===== config.mk =====
export PLATFORM = sky130hd
export DESIGN_NAME = gfx_test_pattern_flat
export DESIGN_NICKNAME = d
export VERILOG_FILES = /design/src/rtl/gfx_pkg.sv /design/src/rtl/gfx_test_pattern_if.sv /design/src/rtl/gfx_raster_cnt.sv /design/src/rtl/gfx_test_pattern.sv /design/src/flat_wrapper.sv
export SDC_FILE = /design/constraint.sdc
export NUM_CORES = 1
export LEC_CHECK = 0
export ABC_AREA = 0
export BUFFER_PORTS_ARGS = -buffer_cell sky130_fd_sc_hd__buf_2
export CORE_UTILIZATION = 50
export DETAILED_ROUTE_END_ITERATION = 6
export GPL_TIMING_DRIVEN = 0
export PLACE_DENSITY = 0.71
export SYNTH_ARGS = -nofsm -noshare
export SYNTH_HDL_FRONTEND = slang
export SYNTH_SLANG_ARGS = --single-unit

===== constraint.sdc =====
create_clock -name clk -period 4.7 [get_ports clk]
set_input_delay 0.47 -clock clk [delete_from_list [all_inputs] [get_ports clk]]
set_output_delay 0.47 -clock clk [all_outputs]
set_load 0.01 [all_outputs]

===== src/rtl/gfx_pkg.sv =====
// Shared types and helpers for the test-pattern pixel source:
// FSM state encoding and the RGB channel packing function.
package gfx_pkg;

    typedef enum logic [1:0] {
        ST_IDLE      = 2'd0,
        ST_DRAW      = 2'd1,
        ST_WAIT_SWAP = 2'd2
    } gfx_state_t;

    localparam int unsigned MAX_COLOR_BITS = 16;
    localparam int unsigned PACK_BITS      = 3 * MAX_COLOR_BITS;
    localparam int unsigned COLOR_SHIFT    = 4;
    localparam int unsigned FRAME_CNT_BITS = 8;

    typedef logic [MAX_COLOR_BITS-1:0] chan_t;
    typedef logic [PACK_BITS-1:0]      packed_color_t;

    // Packs {red, grn, blu}, each truncated to color_bits, into the low
    // 3*color_bits bits of the result; callers cast down to their pixel width.
    function automatic packed_color_t pack_color(
        input chan_t       red,
        input chan_t       grn,
        input chan_t       blu,
        input int unsigned color_bits
    );
        packed_color_t mask;
        mask = (packed_color_t'(1) << color_bits) - packed_color_t'(1);
        return ((packed_color_t'(red) & mask) << (2 * color_bits))
             | ((packed_color_t'(grn) & mask) << color_bits)
             |  (packed_color_t'(blu) & mask);
    endfunction

endpackage


===== src/rtl/gfx_test_pattern_if.sv =====
// Valid/ready pixel-write channel from the pattern source to the
// framebuffer writer.
interface gfx_test_pattern_if #(
    parameter int unsigned ADDR_WIDTH = 20,
    parameter int unsigned PIXEL_BITS = 12
);
    logic                  pix_valid;
    logic                  pix_ready;
    logic [ADDR_WIDTH-1:0] pix_addr;
    logic [PIXEL_BITS-1:0] pix_color;
    logic                  pix_last;

    modport master (
        output pix_valid,
        output pix_addr,
        output pix_color,
        output pix_last,
        input  pix_ready
    );

    modport slave (
        input  pix_valid,
        input  pix_addr,
        input  pix_color,
        input  pix_last,
        output pix_ready
    );
endinterface


===== src/rtl/gfx_raster_cnt.sv =====
// Raster position counters: x/y plus a running linear address, so the
// address never needs a y*H_VISIBLE multiply.
module gfx_raster_cnt #(
    parameter int unsigned H_VISIBLE  = 640,
    parameter int unsigned V_VISIBLE  = 480,
    parameter int unsigned ADDR_WIDTH = 20,
    parameter int unsigned XW         = 10,
    parameter int unsigned YW         = 9
) (
    input  logic                  clk,
    input  logic                  reset_n,
    input  logic                  i_clear,
    input  logic                  i_inc,
    output logic [XW-1:0]         o_x_nxt,
    output logic [YW-1:0]         o_y_nxt,
    output logic [ADDR_WIDTH-1:0] o_addr,
    output logic                  o_last
);

    localparam logic [XW-1:0]         X_MAX    = XW'(H_VISIBLE - 1);
    localparam logic [YW-1:0]         Y_MAX    = YW'(V_VISIBLE - 1);
    localparam logic [ADDR_WIDTH-1:0] ADDR_MAX = ADDR_WIDTH'(H_VISIBLE * V_VISIBLE - 1);

    logic [XW-1:0]         r_x;
    logic [YW-1:0]         r_y;
    logic [ADDR_WIDTH-1:0] r_addr;
    logic                  r_last;

    logic [XW-1:0]         w_x_nxt;
    logic [YW-1:0]         w_y_nxt;
    logic [ADDR_WIDTH-1:0] w_addr_nxt;
    logic                  w_last_nxt;

    // NOTE: every variable gets its hold value first so no path through the
    // block leaves it unassigned; that is what keeps this block latch-free.
    always_comb begin
        w_x_nxt    = r_x;
        w_y_nxt    = r_y;
        w_addr_nxt = r_addr;
        if (i_clear) begin
            w_x_nxt    = '0;
            w_y_nxt    = '0;
            w_addr_nxt = '0;
        end else if (i_inc) begin
            if (r_x == X_MAX) begin
                w_x_nxt = '0;
                w_y_nxt = (r_y == Y_MAX) ? '0 : r_y + YW'(1);
            end else begin
                w_x_nxt = r_x + XW'(1);
            end
            w_addr_nxt = (r_addr == ADDR_MAX) ? '0 : r_addr + ADDR_WIDTH'(1);
        end
        w_last_nxt = (w_x_nxt == X_MAX) && (w_y_nxt == Y_MAX);
    end

    // NOTE: non-blocking assignments here so every register samples the
    // pre-edge values regardless of statement order.
    always_ff @(posedge clk or negedge reset_n) begin
        if (!reset_n) begin
            r_x    <= '0;
            r_y    <= '0;
            r_addr <= '0;
            r_last <= 1'b0;
        end else begin
            r_x    <= w_x_nxt;
            r_y    <= w_y_nxt;
            r_addr <= w_addr_nxt;
            r_last <= w_last_nxt;
        end
    end

    assign o_x_nxt = w_x_nxt;
    assign o_y_nxt = w_y_nxt;
    assign o_addr  = r_addr;
    assign o_last  = r_last;

endmodule


===== src/rtl/gfx_test_pattern.sv =====
// Frame-based test-pattern source: draws one frame into the back buffer,
// then waits for the display-side swap before drawing the next.
module gfx_test_pattern
    import gfx_pkg::*;
#(
    parameter int unsigned H_VISIBLE  = 640,
    parameter int unsigned V_VISIBLE  = 480,
    parameter int unsigned PIXEL_BITS = 12,
    parameter int unsigned ADDR_WIDTH = 20
) (
    input  logic                      clk,
    input  logic                      reset_n,
    input  logic                      enable,
    input  logic                      swap_ack,
    gfx_test_pattern_if.master        pix,
    output logic                      frame_done,
    output logic [FRAME_CNT_BITS-1:0] frame_cnt
);

    localparam int unsigned COLOR_BITS = PIXEL_BITS / 3;
    localparam int unsigned XW = (H_VISIBLE > 1) ? $clog2(H_VISIBLE) : 1;
    localparam int unsigned YW = (V_VISIBLE > 1) ? $clog2(V_VISIBLE) : 1;

    typedef logic [PIXEL_BITS-1:0] pixel_t;

    gfx_state_t r_state;
    gfx_state_t w_state_nxt;

    logic w_xfer;
    logic w_cnt_clear;
    logic w_cnt_inc;
    logic w_valid_nxt;
    logic w_done_nxt;
    logic w_fcnt_inc;

    logic [XW-1:0]             w_x_nxt;
    logic [YW-1:0]             w_y_nxt;
    logic [ADDR_WIDTH-1:0]     w_addr;
    logic                      w_last;
    logic [FRAME_CNT_BITS-1:0] w_frame_cnt_nxt;

    logic                      r_valid;
    logic                      r_frame_done;
    logic [FRAME_CNT_BITS-1:0] r_frame_cnt;
    pixel_t                    r_color;

    assign w_xfer = r_valid & pix.pix_ready;

    always_ff @(posedge clk or negedge reset_n) begin
        if (!reset_n) r_state <= ST_IDLE;
        else          r_state <= w_state_nxt;
    end

    always_comb begin
        w_state_nxt = r_state;
        w_valid_nxt = 1'b0;
        w_cnt_clear = 1'b0;
        w_cnt_inc   = 1'b0;
        w_done_nxt  = 1'b0;
        w_fcnt_inc  = 1'b0;
        case (r_state)
            ST_IDLE: begin
                if (enable) begin
                    w_state_nxt = ST_DRAW;
                    w_cnt_clear = 1'b1;
                    w_valid_nxt = 1'b1;
                end
            end
            ST_DRAW: begin
                w_valid_nxt = 1'b1;
                if (w_xfer) begin
                    if (w_last) begin
                        w_state_nxt = ST_WAIT_SWAP;
                        w_valid_nxt = 1'b0;
                        w_done_nxt  = 1'b1;
                    end else begin
                        w_cnt_inc = 1'b1;
                    end
                end
            end
            ST_WAIT_SWAP: begin
                if (swap_ack) begin
                    w_fcnt_inc = 1'b1;
                    if (enable) begin
                        w_state_nxt = ST_DRAW;
                        w_cnt_clear = 1'b1;
                        w_valid_nxt = 1'b1;
                    end else begin
                        w_state_nxt = ST_IDLE;
                    end
                end
            end
            default: w_state_nxt = ST_IDLE;
        endcase
    end

    // The first pixel after a swap must already carry the incremented count.
    assign w_frame_cnt_nxt = w_fcnt_inc ? r_frame_cnt + FRAME_CNT_BITS'(1) : r_frame_cnt;

    always_ff @(posedge clk or negedge reset_n) begin
        if (!reset_n) begin
            r_valid      <= 1'b0;
            r_frame_done <= 1'b0;
            r_frame_cnt  <= '0;
            r_color      <= '0;
        end else begin
            r_valid      <= w_valid_nxt;
            r_frame_done <= w_done_nxt;
            r_frame_cnt  <= w_frame_cnt_nxt;
            if (w_cnt_clear || w_cnt_inc) begin
                r_color <= pixel_t'(pack_color(
                    chan_t'(32'(w_x_nxt) >> COLOR_SHIFT),
                    chan_t'(32'(w_y_nxt) >> COLOR_SHIFT),
                    chan_t'(w_frame_cnt_nxt),
                    COLOR_BITS));
            end
        end
    end

    gfx_raster_cnt #(
        .H_VISIBLE  (H_VISIBLE),
        .V_VISIBLE  (V_VISIBLE),
        .ADDR_WIDTH (ADDR_WIDTH),
        .XW         (XW),
        .YW         (YW)
    ) u_raster_cnt (
        .clk     (clk),
        .reset_n (reset_n),
        .i_clear (w_cnt_clear),
        .i_inc   (w_cnt_inc),
        .o_x_nxt (w_x_nxt),
        .o_y_nxt (w_y_nxt),
        .o_addr  (w_addr),
        .o_last  (w_last)
    );

    assign pix.pix_valid = r_valid;
    assign pix.pix_addr  = w_addr;
    assign pix.pix_color = r_color;
    assign pix.pix_last  = w_last;
    assign frame_done    = r_frame_done;
    assign frame_cnt     = r_frame_cnt;

endmodule


===== src/flat_wrapper.sv =====
// flat-port wrapper written by rule: the top's interface ports become plain ports
module gfx_test_pattern_flat import gfx_pkg::*;
#(
    parameter int unsigned H_VISIBLE  = 640,
    parameter int unsigned V_VISIBLE  = 480,
    parameter int unsigned PIXEL_BITS = 12,
    parameter int unsigned ADDR_WIDTH = 20
)
  (clk, reset_n, enable, swap_ack, frame_done, frame_cnt, pix_pix_valid, pix_pix_addr, pix_pix_color, pix_pix_last, pix_pix_ready);
  gfx_test_pattern_if #(.ADDR_WIDTH(ADDR_WIDTH), .PIXEL_BITS(PIXEL_BITS)) pix_i ();
  input  logic clk;
  input  logic reset_n;
  input  logic enable;
  input  logic swap_ack;
  output logic frame_done;
  output logic [FRAME_CNT_BITS-1:0] frame_cnt;
  output wire logic [$bits(pix_i.pix_valid)-1:0] pix_pix_valid;
  output wire logic [$bits(pix_i.pix_addr)-1:0] pix_pix_addr;
  output wire logic [$bits(pix_i.pix_color)-1:0] pix_pix_color;
  output wire logic [$bits(pix_i.pix_last)-1:0] pix_pix_last;
  input wire logic [$bits(pix_i.pix_ready)-1:0] pix_pix_ready;
  assign pix_pix_valid = pix_i.pix_valid;
  assign pix_pix_addr = pix_i.pix_addr;
  assign pix_pix_color = pix_i.pix_color;
  assign pix_pix_last = pix_i.pix_last;
  assign pix_i.pix_ready = pix_pix_ready;
  gfx_test_pattern #(.H_VISIBLE(H_VISIBLE), .V_VISIBLE(V_VISIBLE), .PIXEL_BITS(PIXEL_BITS), .ADDR_WIDTH(ADDR_WIDTH)) u_core (.clk(clk), .reset_n(reset_n), .enable(enable), .swap_ack(swap_ack), .pix(pix_i), .frame_done(frame_done), .frame_cnt(frame_cnt));
endmodule

== Word level (Yosys, flattened, before mapping) ==
Index checks and enable logic that the tools add are counted.
Widths: inputs -> output; s select.
Word-level totals
  output and inout port bits: 43
  register bits after elaboration: 64
Cells by class
  multiplexer cells: 30
  bitwise gates (word level): 3
  $add $sub $neg: 4
  equality and inequality tests: 11
  reductions and logical operators: 5
Operators with widths (count)
  $mux 20: 3
  $mux 9: 4
  $mux 10: 3
  $add 20x1->20 const B: 1
  $eq 10x10->1 const B: 2
  $eq 20x19->1 const B: 1
  $eq 9x9->1 const B: 2
  $mux 1: 12
  $or 12x4->12: 1
  $or 12x8->12: 1
  $add 10x1->10 const B: 1
  $add 9x1->9 const B: 1
  $add 8x1->8 const B: 1
  $mux 2: 4
  $ne 2x2->1 const B: 3
  $pmux 2 s3: 1
  $mux 4: 1
  $reduce_and 4->1: 1
  $pmux 1 s3: 1
  $eq 2x1->1 const B: 1
  $eq 2x2->1 const B: 1
  $logic_not 2->1: 1
  $ne 2x1->1 const B: 1
  $pmux 1 s2: 1
  4 further kinds: 4

== Longest topological paths before layout ==
Gate-level depths: netlist of run 1.
  word-level depth: 7
  mapped depth: 8
  mapped depth without buffers: 7

== Cells and area by module ==
From an unflattened synthesis of run 1, not the netlist that was laid out.
Second synthesis, totals
  cells, all modules: 303
  area total of the unflattened synthesis: 3206.8 µm²
By module, submodules not included
  gfx_raster_cnt: area each 2139.6 µm², cells each 227, instances 1
  gfx_test_pattern: area each 1067.3 µm², cells each 76, instances 1

== Least setup slack after synthesis of run 1 ==
Ideal clock, no wire load.
  kind: reg-to-reg
  start: reg u_core.u_raster_cnt.r_x[0]
  end: reg u_core.u_raster_cnt.r_last (netlist: u_core.u_raster_cnt.o_last)
  buffers on the path: 0
  required time: 4.589 ns
  arrival: 2.049 ns
  slack: 2.540 ns
  stages on the path, launching flop included: 8
  library setup time: 0.111 ns
  path through: dfrtp_1 ha_1 inv_1 or4_4 nor4_4 o21ai_1 a21bo_1 a2111oi_2
Between the ends
  cells in the longest elaborated chain, start to end: 6
  elaborated cells on any way between the ends: 11
  those cells by class: add/sub: 1; eq/ne: 3; mux: 6; reduce/logical: 1
Ends and longest elaborated chain
  start, declared: line gfx_raster_cnt.sv:24  | logic [XW-1:0] r_x;
  start signal, assigned: line gfx_raster_cnt.sv:65  | r_x <= w_x_nxt;
  $add 10x1->10 or $eq 10x10->1 (tied branches): line gfx_raster_cnt.sv:49, gfx_raster_cnt.sv:45
  $mux 10 or $mux 9 (tied branches): line gfx_raster_cnt.sv:45  | if (r_x == X_MAX) begin
  $mux 10 or $mux 9 (tied branches): line gfx_raster_cnt.sv:44  | end else if (i_inc) begin
  $mux 10 or $mux 9 (tied branches): line gfx_raster_cnt.sv:40  | if (i_clear) begin
  $eq 10x10->1 or $eq 9x9->1 (tied branches): line gfx_raster_cnt.sv:53  | w_last_nxt = (w_x_nxt == X_MAX) && (w_y_nxt == Y_MAX);
  $logic_and 1x1->1 *: line gfx_raster_cnt.sv:53
  named net u_core.u_raster_cnt.w_last_nxt: line gfx_raster_cnt.sv:32  | logic w_last_nxt;
  end signal, assigned: line gfx_raster_cnt.sv:68  | r_last <= w_last_nxt;
  end, declared: line gfx_raster_cnt.sv:27  | logic r_last;
The timed path passes the listed nets; every way through them passes the cells marked *.
A chain may end at the register's enable or synchronous reset.

== Worst setup path in the final report of run 1 ==
Ends and elaborated chain as after synthesis.

==> results of run 1 <==
-- cells in the mapped netlist, types with 2 or more instances --
master	number	area, sq um
dfrtp_1	64	1600
nor2_1	42	158
nand2_1	40	150
xnor2_1	18	158
a21oi_1	14	70.1
nand4_1	14	87.6
o21ai_0	14	70.1
xor2_1	14	123
nand3_1	12	60.1
clkbuf_1	9	33.8
or3_1	7	43.8
inv_1	6	22.5
and3_1	5	31.3
nand2b_1	5	31.3
nor4_1	5	31.3
buf_2	4	20.0
ha_1	4	50.1
mux2_2	4	45.0
nand3b_1	4	30.0
nand4b_1	4	35.0
nor3_1	4	20.0
a21o_1	3	22.5
and4_1	3	26.3
nor3b_1	3	22.5
a22o_1	2	17.5
a31o_2	2	17.5
and2_1	2	12.5
nor4_4	2	42.5
o22ai_1	2	12.5
o31ai_1	2	15.0
or2_2	2	12.5
or4_1	2	15.0
-- through the flow --
step	worst slack (ns)	util, %
3_5_place_dp	2.25	56.8
6_report	2.27	60.7
2_1_floorplan	2.54	-
3_3_place_gp	2.30	56.8
5_1_grt	2.10	60.7
4_1_cts	2.28	60.7
-- state kept, by name, indices dropped and copies added (netlist names) --
signal                      cells
u_core.frame_cnt                8
u_core.frame_done               1
u_core.pix.pix_color           12
u_core.pix.pix_valid            1
u_core.r_state                  2
u_core.u_raster_cnt.o_addr     20
u_core.u_raster_cnt.o_last      1
u_core.u_raster_cnt.r_x        10
u_core.u_raster_cnt.r_y         9
-- routing by layer --
layer | global-route usage (%) | wire (um)
met5 | 0 | 0
met4 | 9.87 | 125
met2 | 33.6 | 3140
met3 | 4.47 | 263
met1 | 31.4 | 3440
-- power breakdown --
| group | switching (mW) | internal, mW | leakage (nW) |
|---|---|---|---|
| combinational | 0.157 | 0.0997 | 0.826 |
| clock | 0.230 | 0.359 | 0.125 |
| sequential | 0.0681 | 0.603 | 0.865 |
-- worst reg2reg max path, cell delays in order, from the launching register on --
cell and delay [ns]:
dfrtp_1 0.42, ha_1 0.27, inv_1 0.08, or4_4 0.58, nor4_4 0.27, o21ai_1 0.09
a21bo_1 0.19, a2111oi_2 0.41
-- kinds of logic (layout without fill, tap and decap cells) --
group	after synthesis	after routing
mux	5	5
xor+xnor	32	32
fa+ha+maj	5	5
compound gates	49	49
simple gates	164	164
flops	64	64
buf+inv	20	83
-- area by class of cell --
class / count / share of cell area, %
multi-input combinational: 255 / 41.3
clock inverter: 7 / 3.24
tap: 77 / 2.50
inverter: 6 / 0.584
timing repair buffer: 47 / 6.16
buffer: 14 / 1.49
sequential: 64 / 41.5
clock buffer: 9 / 3.21
-- path summary, 6_finish.rpt --
| path | startpoint | slack [ns] | endpoint | cells past startpoint |
|---|---|---|---|---|
| max | u_core.u_raster_cnt.r_x[0] | 2.27 | u_core.u_raster_cnt.o_last | 7 |
| min | reset_n | 0.21 | u_core.u_raster_cnt.r_y[1] | 1 |
| max reg2reg | u_core.u_raster_cnt.r_x[0] | 2.27 | u_core.u_raster_cnt.o_last | 7 |
| min reg2reg | u_core.frame_cnt[7] | 0.47 | u_core.frame_cnt[7] | 1 |
| max in group asynchronous | reset_n | 3.96 | u_core.u_raster_cnt.r_x[4] | 1 |
| min in group clk | swap_ack | 0.34 | u_core.r_state[1] | 2 |
==> flow_summary.ini, run 1 <==
[cells_and_area]
diodes = 0
layout.nets = 406
final_common_cell = dfrtp_1
seq_area_sq_um = 1600
fin_cells = 479
final_layout_size_suffix_gt1_share_pct = 20.4
syn2layout_area_growth_pct = 17.8
nFillCells = 516
final_cell_area_sq_um = 3860
multi_input_area_sq_um = 1590
final_cell_mix = dfrtp_1, buf_2, nor2_1, nand2_1, xnor2_1

[clock_tree]
post_cts_resized = 0
htree_levels = 3
numCtsBuffers = 9
clk_pin_slew_ns = 0.07
post_cts_buffers = 0
cts-hold-fix-buffers = 0
clock_latency_ns = 0.35
cts-root-buf = clkbuf_8
cts_sinks = 64
clk_path_buf_depth = 2
cts_tree = built

[yosys]
yosys.cell_types.count = 53
syn_area_sq_um = 3270
yosys.area_share.xor_xnor_pct = 8.56
synth-compound-area-share_pct = 9.59
synth_simple_gate_area_share_pct = 26.9
syn_nets = 348
async_reset_ff_share_pct = 100
synthAdderAreaFrac_pct = 1.83
yosys_warnings = 0
synth_edf_count = 0
yosys_register_bits = 64
synth_mux_area_share_pct = 1.68
synth_top_family_by_area = simple AND/OR/NAND/NOR gates
ys_seq_area_share_pct = 48.9
syn_area_per_cell_sq_um = 9.66
syn_inst = 339
yosys_most_used_dff = dfrtp_1

[floorplan]
rows = 29
design.die.area_sq_um = 6870
ioPinCount = 48
initial_core_util_pct = 51.5
dieWidth_um = 82.9
core_sq_um = 6350
die_y_um = 82.9

[global_route]
antenna_found_initial = 0
gr-total-overflow = 0
grt_max_degree = 65
grt_pass1_wl_um = 12400
grt_pass1_vias = 2573
track_usage_pct = 22.4

[placed_design]
io_buffers = 47
placed_cells = 463
place.gp.congestion = 0.801
dpl_cell_area_sq_um = 3610
place_hpwl_um = 4770

[timing]
finalClockSkew_ns = 0.0100
min_period_ns = 2.43
whs_ns = 0.215
setup-violations-final = 0
max_clock_freq_ghz = 0.411
worst_slew_pin_slew_ns = 0.799
hold_violations = 0
slew_headroom_pct = 46.7
fin_crit_sh_pct = 51.7
slew_violations = 0
fin_setup_tns_ns = 0
rsz0062_at_grt = false

[critical_path]
crit_family = simple AND/OR/NAND/NOR gates
slowest_stage = or4_4
crit_chain = ha_1 > inv_1 > or4_4 > nor4_4 > o21ai_1 > a21bo_1 > a2111oi_2
worst_setup_path_start_kind = flop
critPathMaxStageDelay_ns = 0.58
crit_arrival_ns = 2.65
crit_path_max_fanout = 5
crit_path_end_kind = flop
critPathBufInv = 1
path_class = flop to flop
required_ns = 4.91

[flow_run]
maxCapViolCount = 0

[power]
power_density_nw_per_um2 = 393
finalPower_mw = 1.52
leakagePower_nw = 1.82
irDropWorstVdd_v = 0.000268

[status]
status = finished clean

[routing]
wire_per_inst_um = 14.5
drt_first_pass_iters = 4
num_vias = 2657
drt_iter0_drc = 181
drc_errors = 0
drt_wl_total_um = 6970
antenna_left = 0
via_per_inst = 5.55

[min_path]
hold_class = input port to async pin
(Power assumes the default switching activity.)
==> run 2, diff against run 1 <==
==> constraint.sdc (replaced) <==
create_clock -name clk -period 2.4 [get_ports clk]
set_input_delay 0.24 -clock clk [delete_from_list [all_inputs] [get_ports clk]]
set_output_delay 0.24 -clock clk [all_outputs]
set_load 0.01 [all_outputs]
==> run 2 against run 1 <==
The run now ends with hold timing left. First-iteration DRC count is 7.7% lower. Clock skew increased by 0.00081 ns. Utilization up 1.2 points. Critical path type unchanged. Worst hold slack got worse by 0.23 ns. Power grew 99%. Highest routed layer unchanged. Maximum frequency up 6.8%. Largest power group unchanged. Sequential power up 97%. Sequential cell count did not move. Count of clock-buffer cells in the layout did not move.
==> flow_summary.ini, run 2 (synthesis gave the netlist of run 1 again) <==
[routing]
antenna_left = 0
drc_errors = 0
via_per_inst = 5.59
drt_iter0_drc = 167
drt_first_pass_iters = 4
drt_wl_total_um = 7190
wire_per_inst_um = 15.0
num_vias = 2685

[floorplan]
rows = 29
ioPinCount = 48
dieWidth_um = 82.9
initial_core_util_pct = 51.5
die_y_um = 82.9
design.die.area_sq_um = 6870
core_sq_um = 6350

[timing]
slew_violations = 0
setup-violations-final = 0
fin_crit_sh_pct = 94.9
rsz0062_at_grt = false
whs_ns = -0.0159
finalClockSkew_ns = 0.0108
worst_slew_pin_slew_ns = 0.802
min_period_ns = 2.28
slew_headroom_pct = 46.5
fin_setup_tns_ns = 0
max_clock_freq_ghz = 0.439
hold_violations = 32

[critical_path]
reg2reg_to = u_core.u_raster_cnt.o_addr[8]
slowest_stage = or4_1
crit_path_end_kind = flop
critPathBufInv = 0
path_class = flop to flop
required_ns = 2.64
worst_setup_path_start_kind = flop
crit_end = u_core.u_raster_cnt.o_addr[8]
crit_chain = and4_1 > nand4_1 > or4_1 > o21ai_4 > o22ai_1 > a22o_1
cp.depth = 6
r2r_cells = 6
cp-startpoint = u_core.u_raster_cnt.o_addr[3]
crit_arrival_ns = 2.52
crit_path_max_fanout = 7
rr_startpoint = u_core.u_raster_cnt.o_addr[3]
critPathMaxStageDelay_ns = 0.68
crit_family = simple AND/OR/NAND/NOR gates
rrSetupSlack_ns = 0.12

[global_route]
antenna_found_initial = 0
grt_pass1_vias = 2573
grt_max_degree = 65
track_usage_pct = 22.4
gr-total-overflow = 0
grt_pass1_wl_um = 12400

[min_path]
hold_class = input port to async pin

[power]
leakagePower_nw = 1.83
pwr-share-seq_pct = 43.8
intPower_mw = 2.10
p_sw_share_pct = 30.3
irDropWorstVdd_v = 0.000532
comb_power_share_pct = 17.9
p_clk_share_pct = 38.3
power_density_nw_per_um2 = 768
netSwitchingPower_mw = 0.915

[placed_design]
io_buffers = 47
dpl_cell_area_sq_um = 3610
placed_cells = 463
place_hpwl_um = 4770
place.gp.congestion = 0.801

[clock_tree]
cts-root-buf = clkbuf_8
cts-hold-fix-buffers = 0
cts_tree = built
numCtsBuffers = 9
clk_pin_slew_ns = 0.08
htree_levels = 3
clock_latency_ns = 0.35
clk_path_buf_depth = 2
cts_sinks = 64

[cells_and_area]
fin_cells = 480
syn2layout_area_growth_pct = 20.1
largest_register_ff_count = 20
final_cell_mix = dfrtp_1, buf_2, nor2_1, nand2_1, xnor2_1
postLayoutCoreUtil_pct = 61.9
diodes = 0
final_common_cell = dfrtp_1
final_layout_size_suffix_gt1_share_pct = 22.8
layout.nets = 407
final_cell_area_sq_um = 3930

[status]
status = finished with violations
violations = hold timing

[flow_run]
maxCapViolCount = 0
[run 2: how the worst min path moves through the flow]
| stage | start | end | slack (ns) | cells after the start |
|---|---|---|---|---|
| after floorplan | reset_n | u_core.frame_cnt[0] | -0.06 | 0 |
| after global routing | reset_n | u_core.u_raster_cnt.r_y[3] | 0.05 | 1 |
| after CTS | reset_n | u_core.frame_cnt[3] | 0.009 | 1 |
| final | reset_n | u_core.u_raster_cnt.r_y[6] | -0.02 | 1 |
| after detailed placement | reset_n | u_core.pix.pix_color[6] | 0.39 | 1 |
| after global placement | u_core.pix.pix_color[10] | u_core.pix.pix_color[10] | 0.45 | 2 |
[run 2: power groups by stage]
stage	Clock [mW]	Sequential (mW)	Combinational, mW
6_report	1.16	1.32	0.540
5_1_grt	1.23	1.34	0.603
4_1_cts	1.18	1.31	0.512
3_5_place_dp	0	1.33	0.503
3_3_place_gp	0	1.33	0.492
2_1_floorplan	0	1.34	0.299
[run 2: through the flow]
stage / total power [mW] / hold WS, ns / setup slack (ns)
after floorplan: 1.64 / -0.0556 / 0.240
after global placement: 1.82 / 0.451 / 0.0224
after detailed placement: 1.83 / 0.387 / 0.00532
after CTS: 3.00 / 0.00867 / 0.00992
after global routing: 3.17 / 0.0466 / 0.00405
final: 3.02 / -0.0159 / 0.123
[run 2: per-layer routing]
layer  part of all wire, %  GRT usage, %
met4                   1.3          9.87
met5                     0             0
met2                    46          33.7
met3                   5.0          4.47
met1                    48          31.5
[run 2: layout make-up]
class                   instances  area, sq um
fillers                       510         2420
multi-input cells             255         1650
flip-flops and latches         64         1600
repair buffers                 49          253
clock inverters                 7          125
clock buffers                   9          124
well taps                      77         96.3
plain buffers                  13         63.8
inverters                       6         22.5
[run 2: timing repair]
action,4_1_cts,5_1_grt
pin swaps,0,4
endpoints found under the setup margin,3,18
buffers inserted,0,2
resized for setup,2,16
==> run 3, diff against run 2 <==
--- a/config.mk
+++ b/config.mk
@@ -9,8 +9,7 @@
 export BUFFER_PORTS_ARGS = -buffer_cell sky130_fd_sc_hd__buf_2
 export CORE_UTILIZATION = 50
 export DETAILED_ROUTE_END_ITERATION = 6
-export GPL_TIMING_DRIVEN = 0
-export PLACE_DENSITY = 0.71
+export PLACE_DENSITY_LB_ADDON = 0.1
 export SYNTH_ARGS = -nofsm -noshare
 export SYNTH_HDL_FRONTEND = slang
 export SYNTH_SLANG_ARGS = --single-unit
==> constraint.sdc (replaced) <==
create_clock -name clk -period 2.2 [get_ports clk]
set_input_delay 0.22 -clock clk [delete_from_list [all_inputs] [get_ports clk]]
set_output_delay 0.22 -clock clk [all_outputs]
set_load 0.01 [all_outputs]
==> run 3 against run 2 <==
The run ends with setup timing left. Clock power decreased by 9%. Wire length grew 12%. Worst hold slack better by 0.11 ns.
==> flow_summary.ini, run 3 (synthesis gave the netlist of run 1 again) <==
[timing]
worst_slew_pin_slew_ns = 0.572
rsz0062_at_grt = true
slew_violations = 0
max_clock_freq_ghz = 0.452
slew_headroom_pct = 61.9
finalClockSkew_ns = 0.00940
hold_violations = 0
fin_crit_sh_pct = 101
setup-violations-final = 1
fin_ws_ns = -0.0136
whs_ns = 0.0967
min_period_ns = 2.21

[clock_tree]
clock_latency_ns = 0.35
htree_levels = 3
cts_tree = built
cts_sinks = 64
clk_path_buf_depth = 2
cts-root-buf = clkbuf_8
numCtsBuffers = 9
clk_pin_slew_ns = 0.08

[power]
irDropWorstVdd_v = 0.000598
finalPower_mw = 3.19
power_density_nw_per_um2 = 765
leakagePower_nw = 1.99

[status]
status = finished with violations
violations = setup timing

[critical_path]
rr_startpoint = u_core.r_state[1]
crit_arrival_ns = 2.46
crit_path_max_fanout = 5
crit_path_end_kind = flop
reg2reg_to = u_core.u_raster_cnt.o_last
rrSetupSlack_ns = -0.01
r2r_cells = 8
required_ns = 2.44
worst_setup_path_start_kind = flop
path_class = flop to flop

[min_path]
hold_class = input port to flop
hold_depth = 2
holdCritStartpoint = swap_ack
holdPathEnd = u_core.r_state[1]

[routing]
drt_first_pass_iters = 5
num_vias = 2821
drt_wl_total_um = 8010
via_per_inst = 5.54
wire_per_inst_um = 15.7
drt_iter0_drc = 161
drc_errors = 0
antenna_left = 0

[cells_and_area]
final_cell_area_sq_um = 4170
syn2layout_area_growth_pct = 27.4
final_common_cell = dfrtp_1
final_cell_mix = dfrtp_1, buf_2, nor2_1, nand2_1, buf_4
diodes = 0
nFillCells = 533
largest_register_ff_count = 20
multi_input_area_sq_um = 1660
layout.nets = 436
final_layout_size_suffix_gt1_share_pct = 30.3
seq_area_sq_um = 1600

[flow_run]
maxCapViolCount = 0

[placed_design]
place_hpwl_um = 5610
dpl_cell_area_sq_um = 3820
place.gp.congestion = 0.845
io_buffers = 47

[global_route]
grt_pass1_wl_um = 13500
gr-total-overflow = 0
antenna_found_initial = 0
track_usage_pct = 24.4
grt_pass1_vias = 2735
grt_max_degree = 28

[floorplan]
die_y_um = 82.9
rows = 29
core_sq_um = 6350
design.die.area_sq_um = 6870
dieWidth_um = 82.9
ioPinCount = 48
initial_core_util_pct = 51.5
[run 3: cell types whose count changed in the layout (fill, tap and decap cells not counted), sizes merged]
cell / delta
clkinv: +1
clkbuf: -9
inv: -1
dlygate4sd3: +1
buf: +37
bufinv: -2
clkinvlp: +2
[run 3: metal layers]
layer | share of wire, % | vias up | GRT usage, %
met4 | 1.0 | 0 | 7.99
met1 | 49 | 1367 | 35.5
met2 | 46 | 74 | 37.4
met3 | 4.4 | 7 | 3.88
li1 | - | 1373 | -
met5 | 0 | - | 0
[run 3: worst max path at each step]
stage	start	to	slack, ns	cells past startpoint
finish	u_core.r_state[1]	u_core.u_raster_cnt.o_last	-0.01	8
global route	u_core.r_state[1]	u_core.u_raster_cnt.o_last	-0.1	8
detailed placement	u_core.u_raster_cnt.r_x[1]	u_core.u_raster_cnt.o_last	-0.13	7
CTS	u_core.u_raster_cnt.r_x[0]	u_core.u_raster_cnt.o_last	0.03	7
floorplan	u_core.u_raster_cnt.r_x[0]	u_core.u_raster_cnt.o_last	0.04	7
global placement	u_core.u_raster_cnt.r_x[1]	u_core.u_raster_cnt.o_last	-0.1	7
[run 3: worst max-delay path: stages, from the launching register on]
cell,delay [ns]
dfrtp_1,0.40
nand4b_1,0.23
buf_6,0.17
nor4_4,0.32
buf_4,0.18
nor2_2,0.04
maj3_2,0.30
o21a_1,0.22
a2111oi_4,0.26
[run 3: what timing repair did]
item,CTS,global route
pin swaps,1,5
endpoints found under the hold margin,21,0
setup endpoints to repair,1,18
hold buffers,1,0
buffers inserted,2,5
gates resized for setup,3,14
cloned,0,1
[run 3: metrics by stage]
| stage | util (%) | cells | TNS, ns | setup slack, ns |
|---|---|---|---|---|
| 2_1_floorplan | - | 339 | 0 | 0.0400 |
| 3_3_place_gp | 60.2 | 484 | -0.0973 | -0.0973 |
| 3_5_place_dp | 60.2 | 484 | -0.125 | -0.125 |
| 4_1_cts | 63.9 | 503 | 0 | 0.0283 |
| 5_1_grt | 65.7 | 509 | -0.0989 | -0.0989 |
| 6_report | 65.7 | 509 | -0.0136 | -0.0136 |
[run 3: power breakdown]
group	internal, mW	total [mW]	switching, mW
sequential	1.29	1.39	0.103
combinational	0.320	0.745	0.425
clock	0.535	1.06	0.522
total	2.14	3.19	1.05
[run 3: final cells by class]
cell class              instances  area share [%]
multi-input cells             255            39.8
flip-flops and latches         64            38.5
repair buffers                 91            14.0
clock buffers                   9            2.97
well taps                      77            2.31
clock inverters                 7            1.92
inverters                       6           0.540
